File: src/rtl/warp_scheduler_pkg.sv
// Shared types for the warp scheduler and its round-robin picker.
// Default widths match a 4-warp core with an 8-bit instruction space.
package warp_scheduler_pkg;

  localparam int NUM_WARPS_DEF  = 4;
  localparam int ADDR_WIDTH_DEF = 8;
  localparam int WARP_ID_W_DEF  = $clog2(NUM_WARPS_DEF);

  typedef enum logic [2:0] {
    ST_IDLE,
    ST_SELECT,
    ST_FETCH,
    ST_DECODE,
    ST_EXECUTE,
    ST_MEM_WAIT,
    ST_UPDATE,
    ST_DONE
  } scheduler_state_t;

  typedef logic [WARP_ID_W_DEF-1:0] warp_id_t;

  typedef logic [ADDR_WIDTH_DEF-1:0] instruction_memory_address_t;

endpackage

File: src/rtl/warp_scheduler_rr_picker.sv
// Combinational round-robin select: first set bit of mask at or
// after ptr, wrapping. Shared with the LSU arbiter.
module rr_picker #(
  parameter int NUM_WARPS     = 4,
  parameter int WARP_ID_WIDTH = $clog2(NUM_WARPS)
) (
  input  logic [NUM_WARPS-1:0]     mask,
  input  logic [WARP_ID_WIDTH-1:0] ptr,
  output logic [WARP_ID_WIDTH-1:0] idx,
  output logic                     found
);

  logic [WARP_ID_WIDTH-1:0] cand;

  // Walk offsets high to low so the smallest offset wins.
  always_comb begin
    idx   = '0;
    found = 1'b0;
    cand  = '0;
    for (int i = NUM_WARPS - 1; i >= 0; i--) begin
      cand = ptr + WARP_ID_WIDTH'(i);
      if (mask[cand]) begin
        idx   = cand;
        found = 1'b1;
      end
    end
  end

endmodule

File: src/rtl/warp_scheduler.sv
// Per-core warp scheduler: round-robin time-multiplexing of one
// fetch/decode/execute datapath across NUM_WARPS warps.
module warp_scheduler
  import warp_scheduler_pkg::*;
#(
  parameter int NUM_WARPS     = NUM_WARPS_DEF,
  parameter int ADDR_WIDTH    = ADDR_WIDTH_DEF,
  parameter int WARP_ID_WIDTH = $clog2(NUM_WARPS)
) (
  input  logic                     clk,
  input  logic                     rst_n,
  input  logic                     start,
  input  logic [ADDR_WIDTH-1:0]    base_pc,
  input  logic [NUM_WARPS-1:0]     warp_enable_mask,
  output logic                     fetch_valid,
  output logic [ADDR_WIDTH-1:0]    fetch_pc,
  input  logic                     fetch_ready,
  input  logic [31:0]              fetch_instruction,
  output logic [31:0]              instruction,
  input  logic                     dec_mem_read,
  input  logic                     dec_mem_write,
  input  logic                     dec_finish,
  output logic                     exec_valid,
  input  logic                     exec_branch_taken,
  input  logic [ADDR_WIDTH-1:0]    exec_branch_target,
  output logic                     lsu_start,
  input  logic                     lsu_done,
  output logic [WARP_ID_WIDTH-1:0] active_warp,
  output logic [NUM_WARPS-1:0]     warp_done_mask,
  output logic                     done
);

  scheduler_state_t state;

  logic [ADDR_WIDTH-1:0]    pc [NUM_WARPS];
  logic [ADDR_WIDTH-1:0]    next_pc;
  logic [WARP_ID_WIDTH-1:0] rr_ptr;
  logic [WARP_ID_WIDTH-1:0] pick_idx;
  logic [NUM_WARPS-1:0]     ready_mask;
  logic                     pick_found;
  logic                     mem_op;

  assign ready_mask = ~warp_done_mask;

  rr_picker #(
    .NUM_WARPS     (NUM_WARPS),
    .WARP_ID_WIDTH (WARP_ID_WIDTH)
  ) u_rr_picker (
    .mask  (ready_mask),
    .ptr   (rr_ptr),
    .idx   (pick_idx),
    .found (pick_found)
  );

  // Outputs depend on registered state only.
  assign fetch_valid = (state == ST_FETCH);
  assign exec_valid  = (state == ST_EXECUTE);
  assign lsu_start   = (state == ST_EXECUTE) && mem_op;
  assign done        = (state == ST_DONE);
  assign fetch_pc    = pc[active_warp];

  always_ff @(posedge clk or negedge rst_n) begin
    if (!rst_n) begin
      state          <= ST_IDLE;
      for (int i = 0; i < NUM_WARPS; i++) pc[i] <= '0;
      next_pc        <= '0;
      rr_ptr         <= '0;
      active_warp    <= '0;
      instruction    <= '0;
      warp_done_mask <= '0;
      mem_op         <= 1'b0;
    end else begin
      unique case (state)
        ST_IDLE, ST_DONE: begin
          if (start) begin
            for (int i = 0; i < NUM_WARPS; i++) pc[i] <= base_pc;
            warp_done_mask <= ~warp_enable_mask;
            rr_ptr         <= '0;
            state          <= ST_SELECT;
          end
        end
        ST_SELECT: begin
          if (pick_found) begin
            active_warp <= pick_idx;
            state       <= ST_FETCH;
          end else begin
            state <= ST_DONE;
          end
        end
        ST_FETCH: begin
          if (fetch_ready) begin
            instruction <= fetch_instruction;
            state       <= ST_DECODE;
          end
        end
        ST_DECODE: begin
          mem_op <= dec_mem_read | dec_mem_write;
          if (dec_finish) begin
            warp_done_mask[active_warp] <= 1'b1;
            state                       <= ST_UPDATE;
          end else begin
            state <= ST_EXECUTE;
          end
        end
        ST_EXECUTE: begin
          next_pc <= exec_branch_taken ? exec_branch_target
                   : pc[active_warp] + ADDR_WIDTH'(1);
          state   <= mem_op ? ST_MEM_WAIT : ST_UPDATE;
        end
        ST_MEM_WAIT: begin
          if (lsu_done) state <= ST_UPDATE;
        end
        ST_UPDATE: begin
          if (!warp_done_mask[active_warp])
            pc[active_warp] <= next_pc;
          rr_ptr <= active_warp + WARP_ID_WIDTH'(1);
          state  <= ST_SELECT;
        end
        default: state <= ST_IDLE;
      endcase
    end
  end

endmodule

File: config.mk
export PLATFORM = sky130hd
export DESIGN_NAME = warp_scheduler
export DESIGN_NICKNAME = d
export VERILOG_FILES = /design/src/rtl/warp_scheduler_pkg.sv /design/src/rtl/warp_scheduler_rr_picker.sv /design/src/rtl/warp_scheduler.sv
export SDC_FILE = /design/constraint.sdc
export NUM_CORES = 1
export LEC_CHECK = 0
export ABC_AREA = 1
export CAP_MARGIN = 20
export CORE_MARGIN = 5
export CORE_UTILIZATION = 35
export DETAILED_ROUTE_END_ITERATION = 8
export SETUP_SLACK_MARGIN = 0.15
export SYNTH_ARGS = -nofsm -noshare
export SYNTH_HDL_FRONTEND = slang
export SYNTH_HIERARCHICAL = 1
export SYNTH_SLANG_ARGS = --single-unit
File: constraint.sdc
create_clock -name clk -period 2 [get_ports clk]
set_input_delay 0.4 -clock clk [delete_from_list [all_inputs] [get_ports clk]]
set_output_delay 0.4 -clock clk [all_outputs]
set_load 0.1 [all_outputs]
==> run metrics <==
Antenna Nets Post-Route=0; Setup violations, final=0; highest cell delay on the worst timing path=520 ps; Layout Cells excl Fill=roughly 860; final hold viol count=0; Avg Cell Area, Syn=8.24 um^2; post-placement cell count=835; Tmin final=1950 ps; hpwl dp=10500 um; RSZ-0062 raised after global routing=yes; final WL=around 14000 um; ant diodes=0; deepest clock path buffer count=2; CP Class=reg -> out; Max Freq=513 MHz; Worst slew margin=between 70% and 80%; fraction of layout cells with a size suffix above 1=a little over a third; critical path launch point type=register; Crit Path Max Fanout=18; largest cells by area after synthesis=dfrtp_1, nand2_1, mux2_2, o21ai_0, inv_1; most common cell after layout, fill and taps aside=nand2_1; worst-margin pin slew=445 ps; post-synthesis cell type count=34; global-route wire length before repair=22000 um; area of the core=around 13000 um^2; initial DRC count=~270; clk_skew=11.8 ps; IO buf count=110; drc violations=0; worst hold start=instruction[30]; Initial Util=roughly 36%; Crit path required time=1600 ps; RePlAce Congestion=0.859; Die ar.=15400 um^2; Die W=124 um; crit path DAT=between 1500 and 2000 ps; Layout area overhead=51.5%; post-synth top area cell=dfrtp_1; CTS tree=built; total vias in the final route=4181; initial antenna violation count=0; CP Buf/Inv Count=2; asr flop ratio synth=100%; Via density=around 4.9; fin crit share=97.5%; post-synthesis sequential area ratio=46.1%; max cap viols=0; Nets=750; clock root buffer master=clkbuf_16; fill count=1147; Critical path origin=active_warp[0]; remaining global-route overflow=0; CTS sink cnt=between 80 and 90; vias in the first global route=~4300; die height=around 120 um; Post-Synthesis Cells=~550; CTS HTree Levels=3; final setup margin=about 50 ps; Yosys warnings=6; top-area cell type share of the netlist area=46.1%; total CTS buffers=9; commonest cells after routing, fill and taps aside=nand2_1, dfrtp_1, clkdlybuf4s50_1; Boundary Pins=111; status=finished, final reports clean; register bit count reported by yosys=84; pre-CTS setup slack=186 ps; count of flip-flops with a built-in enable after synthesis=0; crit path cell chain=buf_12 > nand2_1 > nand3_2 > nand2_8 > buf_12; worst skew pair latency=350 ps; per-cell routed wire length=15.9 um; ys flop type=dfrtp_1; largest net degree at the start of global routing=38; Net Count, Synth=619; Critical Path Sink Type=output port; synthesized cell area=4560 um^2; Max Slew Vio Count=0; drt pass-1 iters=4; Tot GR Track Use=18.6%; clk slew on worst S/H paths=70 ps; CP top delay family=flip-flops; Reg-to-Reg Start=active_warp[0]; Crit-path slowest cell=dfrtp_4; Worst Hold Class=reg -> reg; Std-Cell Rows=41; Crit path top cell by count=buf_12
final timing paths:
check,to,slack (ps),cells past startpoint
max,fetch_pc[3],50,5
min,instruction[30],500,1
max reg2reg,next_pc[6],110,13
min reg2reg,instruction[30],500,1
max in group asynchronous,instruction[12],860,3
min in group asynchronous,instruction[2],530,2
area by class of cell:
type	count	area, um^2	share of cell area, %
well taps	172	215	3.12
clock buffers	10	229	3.32
inverters	66	275	3.99
repair buffers	139	1470	21.3
clock inverters	6	70.1	1.01
flip-flops and latches	84	2120	30.7
multi-input cells	384	2530	36.6
state kept, by name, summed over array words and instances, names as in the netlist:
signal          count
mem_op              1
instruction        32
next_pc             8
active_warp         2
pc                 32
warp_done_mask      4
rr_ptr              2
state               3
metrics by stage:
| step | utilization (%) | setup TNS [ps] | instance area [um^2] | hold WS [ps] |
|---|---|---|---|---|
| 5_1_grt | 54.5 | -0.251 | 6910 | 525 |
| 3_5_place_dp | 49.8 | 0 | 6320 | 381 |
| 6_report | 54.5 | 0 | 6910 | 505 |
| 3_3_place_gp | 49.8 | 0 | 6320 | 375 |
| 4_1_cts | 53.6 | 0 | 6800 | 511 |
| 2_1_floorplan | - | -2.37 | 4890 | 104 |
cells by family after synthesis:
logic type / count (synthesis) / share of synthesized area (%)
flops: 84 / 46.1
simple gates: 241 / 22.4
compound gates: 106 / 13.8
fa+ha+maj: 5 / 1.37
mux: 32 / 7.91
buf+inv: 85 / 8.37
Yosys cell counts, types with 3 or more instances:
library cell / count
nand2_2: 15
buf_4: 5
inv_1: 56
buf_2: 7
buf_6: 4
nand2_1: 157
nor2_1: 26
a32oi_1: 4
o21ai_2: 8
nand3_1: 34
mux2_2: 31
dfrtp_1: 84
a21oi_1: 8
a21oi_4: 3
inv_2: 8
ha_1: 5
o21ai_1: 30
clkbuf_1: 3
o21ai_0: 46
metal layers:
layer	part of all wire, %	up-vias	track usage, %
met1	43	1979	23.9
li1	-	2068	-
met3	5.7	19	4.00
met4	1.9	0	6.91
met5	0	-	0
met2	49	115	30.8
timing repair:
item,in CTS,in global routing
gates resized for setup,32,26
buffers inserted,6,2
pin swaps,13,10
setup endpoints to repair,10,20
gates cloned,1,0
hold endpoints to repair,2,0
hold buffers,1,0
Power is left out: the tool's default activity adds up to more than one toggle a clock period on the data nets, which glitch-free logic cannot reach.
